===== src/rtl/spi_sched_pkg.sv =====
// rtl/spi_sched_pkg.sv - shared SPI defaults and scheduler FSM state codes
package spi_sched_pkg;

    localparam int LEN_DATA_DEF = 8;
    localparam int TIMEOUT_DEF  = 255;

    typedef enum logic [1:0] {
        ST_IDLE = 2'd0,
        ST_LOAD = 2'd1,
        ST_XFER = 2'd2,
        ST_FIN  = 2'd3
    } spi_state_e;

endpackage


===== src/rtl/spi_rr_pick.sv =====
// rtl/spi_rr_pick.sv - combinational round-robin pick starting after last_owner
module spi_rr_pick #(
    parameter int NUM_REQ = 2,
    parameter int IDX_W   = $clog2(NUM_REQ)
) (
    input  logic [NUM_REQ-1:0] req,
    input  logic [IDX_W-1:0]   last_owner,
    output logic [NUM_REQ-1:0] winner,
    output logic [IDX_W-1:0]   winner_idx,
    output logic               any
);

    localparam logic [IDX_W:0] NUM_W = (IDX_W+1)'(NUM_REQ);

    logic [IDX_W:0] sum;

    // Scan last_owner+1 .. last_owner+NUM_REQ so the previous owner is checked last.
    always_comb begin
        winner     = '0;
        winner_idx = '0;
        any        = 1'b0;
        sum        = '0;
        for (int i = 1; i <= NUM_REQ; i++) begin
            sum = {1'b0, last_owner} + (IDX_W+1)'(i);
            if (sum >= NUM_W) begin
                sum = sum - NUM_W;
            end
            if (!any && req[sum[IDX_W-1:0]]) begin
                winner[sum[IDX_W-1:0]] = 1'b1;
                winner_idx             = sum[IDX_W-1:0];
                any                    = 1'b1;
            end
        end
    end

endmodule


===== src/rtl/spi_sched.sv =====
// rtl/spi_sched.sv - round-robin scheduler sharing one SPI master between requesters
module spi_sched
    import spi_sched_pkg::*;
#(
    parameter int LEN_DATA  = LEN_DATA_DEF,
    parameter int NUM_REQ   = 2,
    parameter int LEN_BURST = 3,
    parameter int TIMEOUT   = TIMEOUT_DEF
) (
    input  logic                          clk,
    input  logic                          rst_n,
    input  logic [NUM_REQ-1:0]            req,
    input  logic [NUM_REQ*LEN_BURST-1:0]  req_len,
    input  logic [NUM_REQ*LEN_DATA-1:0]   req_data,
    output logic [NUM_REQ-1:0]            grant,
    output logic [NUM_REQ-1:0]            tx_pop,
    output logic [LEN_DATA-1:0]           rx_data,
    output logic [NUM_REQ-1:0]            rx_valid,
    output logic [NUM_REQ-1:0]            done,
    output logic [NUM_REQ-1:0]            err,
    output logic                          m_start,
    output logic [LEN_DATA-1:0]           m_tx_data,
    output logic                          m_ss_hold,
    input  logic                          m_done,
    input  logic [LEN_DATA-1:0]           m_rx_data
);

    localparam int IDX_W = $clog2(NUM_REQ);
    localparam int WD_W  = $clog2(TIMEOUT + 1);

    spi_state_e           state_q, state_d;
    logic [NUM_REQ-1:0]   grant_q, grant_d;
    logic [IDX_W-1:0]     owner_q, owner_d;
    logic [IDX_W-1:0]     last_owner_q, last_owner_d;
    logic [LEN_BURST-1:0] len_q, len_d;
    logic [LEN_BURST-1:0] byte_cnt_q, byte_cnt_d;
    logic [WD_W-1:0]      wdog_q, wdog_d;
    logic [NUM_REQ-1:0]   tx_pop_q, tx_pop_d;
    logic [NUM_REQ-1:0]   rx_valid_q, rx_valid_d;
    logic [NUM_REQ-1:0]   done_q, done_d;
    logic [NUM_REQ-1:0]   err_q, err_d;
    logic [LEN_DATA-1:0]  rx_data_q, rx_data_d;
    logic [LEN_DATA-1:0]  m_tx_data_q, m_tx_data_d;
    logic                 m_start_q, m_start_d;
    logic                 m_ss_hold_q, m_ss_hold_d;

    logic [NUM_REQ-1:0]   win_onehot;
    logic [IDX_W-1:0]     win_idx;
    logic                 win_any;
    logic [LEN_BURST-1:0] win_len;
    logic [LEN_DATA-1:0]  own_data;
    logic                 last_byte;
    logic                 timeout;

    spi_rr_pick #(
        .NUM_REQ (NUM_REQ),
        .IDX_W   (IDX_W)
    ) u_pick (
        .req        (req),
        .last_owner (last_owner_q),
        .winner     (win_onehot),
        .winner_idx (win_idx),
        .any        (win_any)
    );

    always_comb begin
        win_len  = '0;
        own_data = '0;
        for (int i = 0; i < NUM_REQ; i++) begin
            if (win_idx == IDX_W'(i)) begin
                win_len = req_len[i*LEN_BURST +: LEN_BURST];
            end
            if (owner_q == IDX_W'(i)) begin
                own_data = req_data[i*LEN_DATA +: LEN_DATA];
            end
        end
    end

    assign last_byte = (byte_cnt_q == len_q);
    // m_done takes precedence over the watchdog firing in the same cycle.
    assign timeout   = (state_q == ST_XFER) && !m_done && (wdog_q == WD_W'(TIMEOUT - 1));

    always_ff @(posedge clk) begin
        if (!rst_n) begin
            state_q      <= ST_IDLE;
            grant_q      <= '0;
            owner_q      <= '0;
            last_owner_q <= IDX_W'(NUM_REQ - 1);
            len_q        <= '0;
            byte_cnt_q   <= '0;
            wdog_q       <= '0;
            tx_pop_q     <= '0;
            rx_valid_q   <= '0;
            done_q       <= '0;
            err_q        <= '0;
            rx_data_q    <= '0;
            m_tx_data_q  <= '0;
            m_start_q    <= 1'b0;
            m_ss_hold_q  <= 1'b0;
        end else begin
            state_q      <= state_d;
            grant_q      <= grant_d;
            owner_q      <= owner_d;
            last_owner_q <= last_owner_d;
            len_q        <= len_d;
            byte_cnt_q   <= byte_cnt_d;
            wdog_q       <= wdog_d;
            tx_pop_q     <= tx_pop_d;
            rx_valid_q   <= rx_valid_d;
            done_q       <= done_d;
            err_q        <= err_d;
            rx_data_q    <= rx_data_d;
            m_tx_data_q  <= m_tx_data_d;
            m_start_q    <= m_start_d;
            m_ss_hold_q  <= m_ss_hold_d;
        end
    end

    always_comb begin
        state_d = state_q;
        case (state_q)
            ST_IDLE: if (win_any) state_d = ST_LOAD;
            ST_LOAD: state_d = ST_XFER;
            ST_XFER: begin
                if (m_done) begin
                    state_d = last_byte ? ST_FIN : ST_LOAD;
                end else if (timeout) begin
                    state_d = ST_FIN;
                end
            end
            ST_FIN:  state_d = ST_IDLE;
            default: state_d = ST_IDLE;
        endcase
    end

    always_comb begin
        grant_d      = grant_q;
        owner_d      = owner_q;
        last_owner_d = last_owner_q;
        len_d        = len_q;
        byte_cnt_d   = byte_cnt_q;
        wdog_d       = wdog_q;
        rx_data_d    = rx_data_q;
        m_tx_data_d  = m_tx_data_q;
        m_ss_hold_d  = m_ss_hold_q;
        tx_pop_d     = '0;
        rx_valid_d   = '0;
        done_d       = '0;
        err_d        = '0;
        m_start_d    = 1'b0;
        case (state_q)
            ST_IDLE: begin
                if (win_any) begin
                    grant_d     = win_onehot;
                    owner_d     = win_idx;
                    len_d       = win_len;
                    byte_cnt_d  = '0;
                    m_ss_hold_d = 1'b1;
                end
            end
            ST_LOAD: begin
                m_start_d   = 1'b1;
                m_tx_data_d = own_data;
                tx_pop_d    = grant_q;
                wdog_d      = '0;
            end
            ST_XFER: begin
                if (m_done) begin
                    rx_data_d  = m_rx_data;
                    rx_valid_d = grant_q;
                    if (last_byte) begin
                        done_d = grant_q;
                    end else begin
                        byte_cnt_d = byte_cnt_q + LEN_BURST'(1);
                    end
                end else if (timeout) begin
                    err_d = grant_q;
                end else begin
                    wdog_d = wdog_q + WD_W'(1);
                end
            end
            ST_FIN: begin
                m_ss_hold_d  = 1'b0;
                grant_d      = '0;
                last_owner_d = owner_q;
            end
            default: ;
        endcase
    end

    assign grant     = grant_q;
    assign tx_pop    = tx_pop_q;
    assign rx_data   = rx_data_q;
    assign rx_valid  = rx_valid_q;
    assign done      = done_q;
    assign err       = err_q;
    assign m_start   = m_start_q;
    assign m_tx_data = m_tx_data_q;
    assign m_ss_hold = m_ss_hold_q;

endmodule


===== config.mk =====
export PLATFORM = sky130hd
export DESIGN_NAME = spi_sched
export DESIGN_NICKNAME = d
export VERILOG_FILES = /design/src/rtl/spi_sched_pkg.sv /design/src/rtl/spi_rr_pick.sv /design/src/rtl/spi_sched.sv
export SDC_FILE = /design/constraint.sdc
export NUM_CORES = 1
export LEC_CHECK = 0
export ABC_AREA = 1
export BUFFER_PORTS_ARGS = -buffer_cell sky130_fd_sc_hd__buf_2
export CAP_MARGIN = 0
export CORE_MARGIN = 3
export CORE_UTILIZATION = 40
export CTS_BUF_LIST = sky130_fd_sc_hd__clkbuf_8
export DETAILED_ROUTE_END_ITERATION = 16
export PLACE_DENSITY = 0.67
export SLEW_MARGIN = 20
export SYNTH_ARGS = -nofsm -noshare
export SYNTH_HDL_FRONTEND = slang
export SYNTH_SLANG_ARGS = --single-unit

===== constraint.sdc =====
create_clock -name clk -period 1.2 [get_ports clk]
set_input_delay 0.24 -clock clk [delete_from_list [all_inputs] [get_ports clk]]
set_output_delay 0.24 -clock clk [all_outputs]
set_load 0.02 [all_outputs]

Word-level counts from Yosys, hierarchy flattened
Cells that the tools add are included.
- bits in registers: 46
- input bits: 35
- output and inout bits: 28
- word-level logic and storage cells: 98
- add/subtract/negate cells: 6
- order comparisons: 6
- equal/unequal tests: 11
- mux-type cells: 35
- bitwise gates (word level): 4
- reductions and logical operators: 21
- operators with widths (kind ; count):
    8-bit two-way mux ; 3
    8-bit one-hot mux with 2 select lines ; 1
    1-bit two-way mux ; 14
    2-bit two-way mux ; 7
    3-bit two-way mux ; 4
    2-bit AND reduction ; 5
    8-bit by 1-bit adder with 8-bit output (second input constant) ; 1
    8-bit equality test (second input constant) ; 1
    2-bit inequality test (second input constant) ; 4
    2-bit one-hot mux with 4 select lines ; 1
    4-bit AND reduction ; 2
    3-bit one-hot mux with 2 select lines ; 1
    3-bit AND reduction ; 2
    2-bit nonzero test ; 3
    1-bit logical AND ; 5
    2-bit equality test (second input constant) ; 2
    2-bit greater-or-equal comparator (second input constant) ; 2
    1-bit by 2-bit less-than comparator with 1-bit output (second input constant) ; 2
    2-bit one-hot mux with 2 select lines ; 1
    4-bit OR reduction ; 1
    3-bit by 1-bit adder with 3-bit output (second input constant) ; 1
    3-bit equality test ; 1
    3-bit inequality test (second input constant) ; 1
    1-bit NOT ; 3
    other kinds (11) ; 15

Depth between registers and ports, before layout
- depth after elaboration: 12
- depth in mapped cells: 11
- gate-level depth less buffers: 11

By module
From an unflattened synthesis, not the netlist that was laid out.
- cells, all modules: 263
- area total of the unflattened synthesis: 1966.9 um^2
- modules (own cells, without submodules) (module ; instances ; cells each ; area each (um^2) ; seq. area each (um^2)):
    spi_sched ; 1 ; 256 ; 1936.9 ; 920.9
    spi_rr_pick ; 1 ; 7 ; 30.0 ; 0.0

Worst setup path after synthesis
No wires, ideal clock.
- path type: flip-flop to flip-flop
- from: register wdog_q[0]
- to: register wdog_q[7]
- library setup time: 113 ps
- data arrival time: 1153 ps
- required time: 1087 ps
- path slack: -65 ps
- cell stages (with the launch flop): 11
- path buffers: 0
- period minus slack after synthesis: 1265 ps
- cell sequence: dfxtp_1 -> inv_1 -> ha_1 -> nand2_1 -> nor2_1 -> nand2_2 -> nand2_4 -> nand2_8 -> nand3_2 -> nor2_1 -> nor2_1
- word-level cells in the longest chain between the ends: 4
- elaborated cells on any way between the ends: 8
- those cells by class: add/sub (1); eq/ne (2); mux (3); reduce/logical (2)
- ends and longest elaborated chain (what ; line ; source):
    start, declared ; spi_sched.sv:37 ; logic [WD_W-1:0] wdog_q, wdog_d;
    start signal, assigned ; spi_sched.sv:107 ; wdog_q <= wdog_d;
    8-bit by 1-bit adder with 8-bit output or 8-bit equality test (tied branches) ; spi_sched.sv:179, spi_sched.sv:81 ;
    8-bit two-way mux or 1-bit logical AND (tied branches) ; spi_sched.sv:176, spi_sched.sv:81 ;
    8-bit two-way mux or 2-bit inequality test (tied branches) ; -- ;
    8-bit one-hot mux with 2 select lines or 3-bit AND reduction (tied branches) ; -- ;
Several ways; a longest one is shown, not always the timed one. The select of a mux whose other input is x is not followed.
A chain may end at the register's enable or synchronous reset.

Final worst setup path
- from: register wdog_q[0]
- to: register wdog_q[6]
The elaborated chain is that of the path after synthesis.

==> metrics <==
sw frac 0.3248; commonest register cell after synthesis dfxtp_1; CTS H-tree lvls 2; TritonCTS Buffers 5; worst-path maximum fanout 5; DR pass1 iterations 4; Max stage delay cell, worst path dfxtp_2; top-area cell type share of the netlist area 0.4442; sequential area share after synthesis 0.4442; Post-Synth Adder-Cell Area 0.01811; GR peak layer met2; Inst Count DP 408; number of global-route vias before repair 1768; DRC Markers 0; # fillers 461; GR Util met1 0.2037; reg2reg end wdog_q[6]; post-route minimum period 1.283 ns; Max Fclk 779.6 MHz; NetSw 0.001213 W; CTS sink cnt 46; via count 1944; Final setup viols 8; simple-gate share of the synthesized area 0.3253; hpwl dp 3487 µm; Int Pwr 0.002521 W; Post-synth EDFFs 0; Synth Net Count 302; WL final 4762 µm; Worst R2R Path Depth 11; Die X 78.00 µm; TritonCTS clock tree done; Critical Path Start wdog_q[0]; maxcap violations 0; largest net degree at the start of global routing 24; first-pass GRT wire length 7783 µm; status complete, but fails checks; area of the multi-input gates 0.001136 mm²; maximum root-to-sink buffer count 2; CP Class reg -> reg; Area Growth Syn to Fin 39.89%; Avg Cell Area, Syn 7.853 µm²; final setup margin -0.08269 ns; die height 78.00 µm; Worst-path clk slew 0.09 ns; global routing usage on met3 0.04756; Netlist cell types 33; Initial Util 0.4249; Post-Synth XOR/XNOR Area 0.01267; mux cell area share after synthesis 0.03862; Clock power frac 0.261; IO buf count 62; Iteration-0 DRC Markers 76; crit-path max cell delay 0.33 ns; Reg power frac 0.464; worst reg2reg startpoint wdog_q[0]; Clock Latency Late Sink 0.29 ns; combinational share of power 0.275; Worst Tran Pin Value 0.3575 ns; final std cells w/o fill 424; Ports 63; hold_sp req_data[2]; Hold Fails Final Rpt 0; Worst EP arrival 1.47 ns; post-synthesis cell count 264; leakage 1.335 nW; Compound-Gate Fraction of Synth Area 0.08932; worst relative slew slack 0.7598; Post-Syn Area 0.002073 mm²; synthesized flop and latch total 46; FF/Latch Area 933.4 µm²; peak supply drop 0.8306 mV; die area 0.006083 mm²; largest family of logic cells by synthesized area simple AND/OR/NAND/NOR gates; crit path capture wdog_q[6]; CP Launch Type flip-flop; YS warnings 0; Reg2Reg Setup Slack -0.08 ns; CTS root buffer clkbuf_8; Synth top cells by count nand2_1 (60), dfxtp_1 (46), nor2_1 (23); grt total ovfl 0; Yosys top cell by area dfxtp_1; critical-path cell list inv_2 > ha_4 > nand2_4 > nor2_4 > nand2_2 > nand2_4 > nand2_8 > nand3_2 > nand2_1 > nand2_1 > nor2_1; share of cells above drive strength 1 0.4454; DR vias/cell 4.585; Total Routing Usage GR 0.1554; unrepaired setup endpoints after global routing yes; Worst Setup End Kind flip-flop; antenna fix cells 0; Worst Hold Class in -> reg; ys async rst share 0; grt met2 use 0.2509; Slew Viols, Final 0; post-route ant nets 0; PwrDens 1288 mW/mm²; total core area 0.004880 mm²; Wirelength per Cell 11.23 µm; antenna violations before repair 0; Worst Clk Skew 0.009510 ns; row cnt 25; pre-CTS setup slack -0.1267 ns; failing checks negative setup slack; Synth area leaders dfxtp_1 (44%), nand2_1 (11%), a21oi_1 (4.8%), nand3_1 (4.6%), nor2_1 (4.2%); Final GP Congestion 0.8368; most common cell in the netlist nand2_1; WP data required 1.39 ns; final-stage net count 394; period utilization 1.069
[how the worst min path moves through the flow]
stage               depth (start not counted)  slack [ns]            to
global route                                3        0.20    rx_data[6]
floorplan                                   2        0.39      grant[0]
finish                                      3        0.21  m_tx_data[2]
detailed placement                          2        0.45  m_tx_data[7]
global placement                            2        0.44  m_tx_data[7]
CTS                                         3        0.21    rx_data[6]
[kinds of logic after synthesis]
group | count (synthesis)
and+or+nand+nor | 134
DFF | 46
muxes | 8
buffers and inverters | 35
AOI/OAI and AO/OA | 35
xor gates and xnor gates | 3
adders and majority gates | 3
[sequential cells by signal (all words and copies together), names as in the netlist]
signal / cells
byte_cnt_q: 3
done: 2
err: 2
grant: 2
last_owner_q: 1
len_q: 3
m_ss_hold: 1
m_start: 1
m_tx_data: 8
owner_q: 1
rx_data: 8
rx_valid: 2
state_q: 2
tx_pop: 2
wdog_q: 8
[cell usage in the layout, fill, tap and decap left out, drive strengths merged, types with 2 or more instances in the layout]
master	instances
buf	92
nand2	72
dfxtp	46
nor2	29
inv	26
nand3	21
a21oi	20
o21ai	12
mux2i	8
clkbuf	6
nor3	4
nand4	4
ha	3
nor4	2
xnor2	2
clkinv	2
or2	2
[critical path, delay by kind of cell (launching register included)]
kind                       cells  cell delay, ns
and+or+nand+nor                9            0.63
adders and majority gates      1            0.13
DFF                            1            0.33
buffers and inverters          1            0.07
[routing by layer]
metal,up-vias,wire [µm]
li1,1038,-
met2,55,2176
met5,-,0
met1,849,2203
met3,2,363
met4,0,19
[repair_timing]
| item | CTS | global route |
|---|---|---|
| buffers inserted | 3 | 4 |
| gates resized for setup | 12 | 30 |
| pin swaps | 7 | 12 |
| hold endpoints to repair | 0 | 0 |
| endpoints found under the setup margin | 24 | 33 |
| cloned | 1 | 0 |
| hold buffers | 0 | 0 |
[power by group through the flow]
stage | Sequential [W] | Clock, W | Combinational [W]
floorplan | 0.00182 | 0 | 0.000525
global placement | 0.00175 | 0 | 0.000882
detailed placement | 0.00175 | 0 | 0.000891
CTS | 0.00172 | 0.000989 | 0.000939
global route | 0.00175 | 0.00108 | 0.00113
finish | 0.00173 | 0.000975 | 0.00103
[through the flow]
step | area [µm²] | setup TNS (ns) | power (W) | hold slack (ns) | util
after detailed placement | 2604 | -1.337 | 0.002638 | 0.4470 | 0.5336
after global routing | 2900 | -1.401 | 0.003960 | 0.1967 | 0.5944
after global placement | 2604 | -1.027 | 0.002627 | 0.4437 | 0.5336
after CTS | 2780 | -0.5457 | 0.003646 | 0.2068 | 0.5697
after floorplan | 2079 | -0.05424 | 0.002342 | 0.3870 | -
final | 2900 | -0.4994 | 0.003734 | 0.2067 | 0.5944
[final cells by class]
type,count,area share
clock inverter,2,0.004314
clock buffer,6,0.02847
timing repair buffer,92,0.1846
tap,67,0.02890
multi-input combinational,184,0.3917
sequential,46,0.3218
inverter,27,0.04012
(Power assumes the default switching activity.)
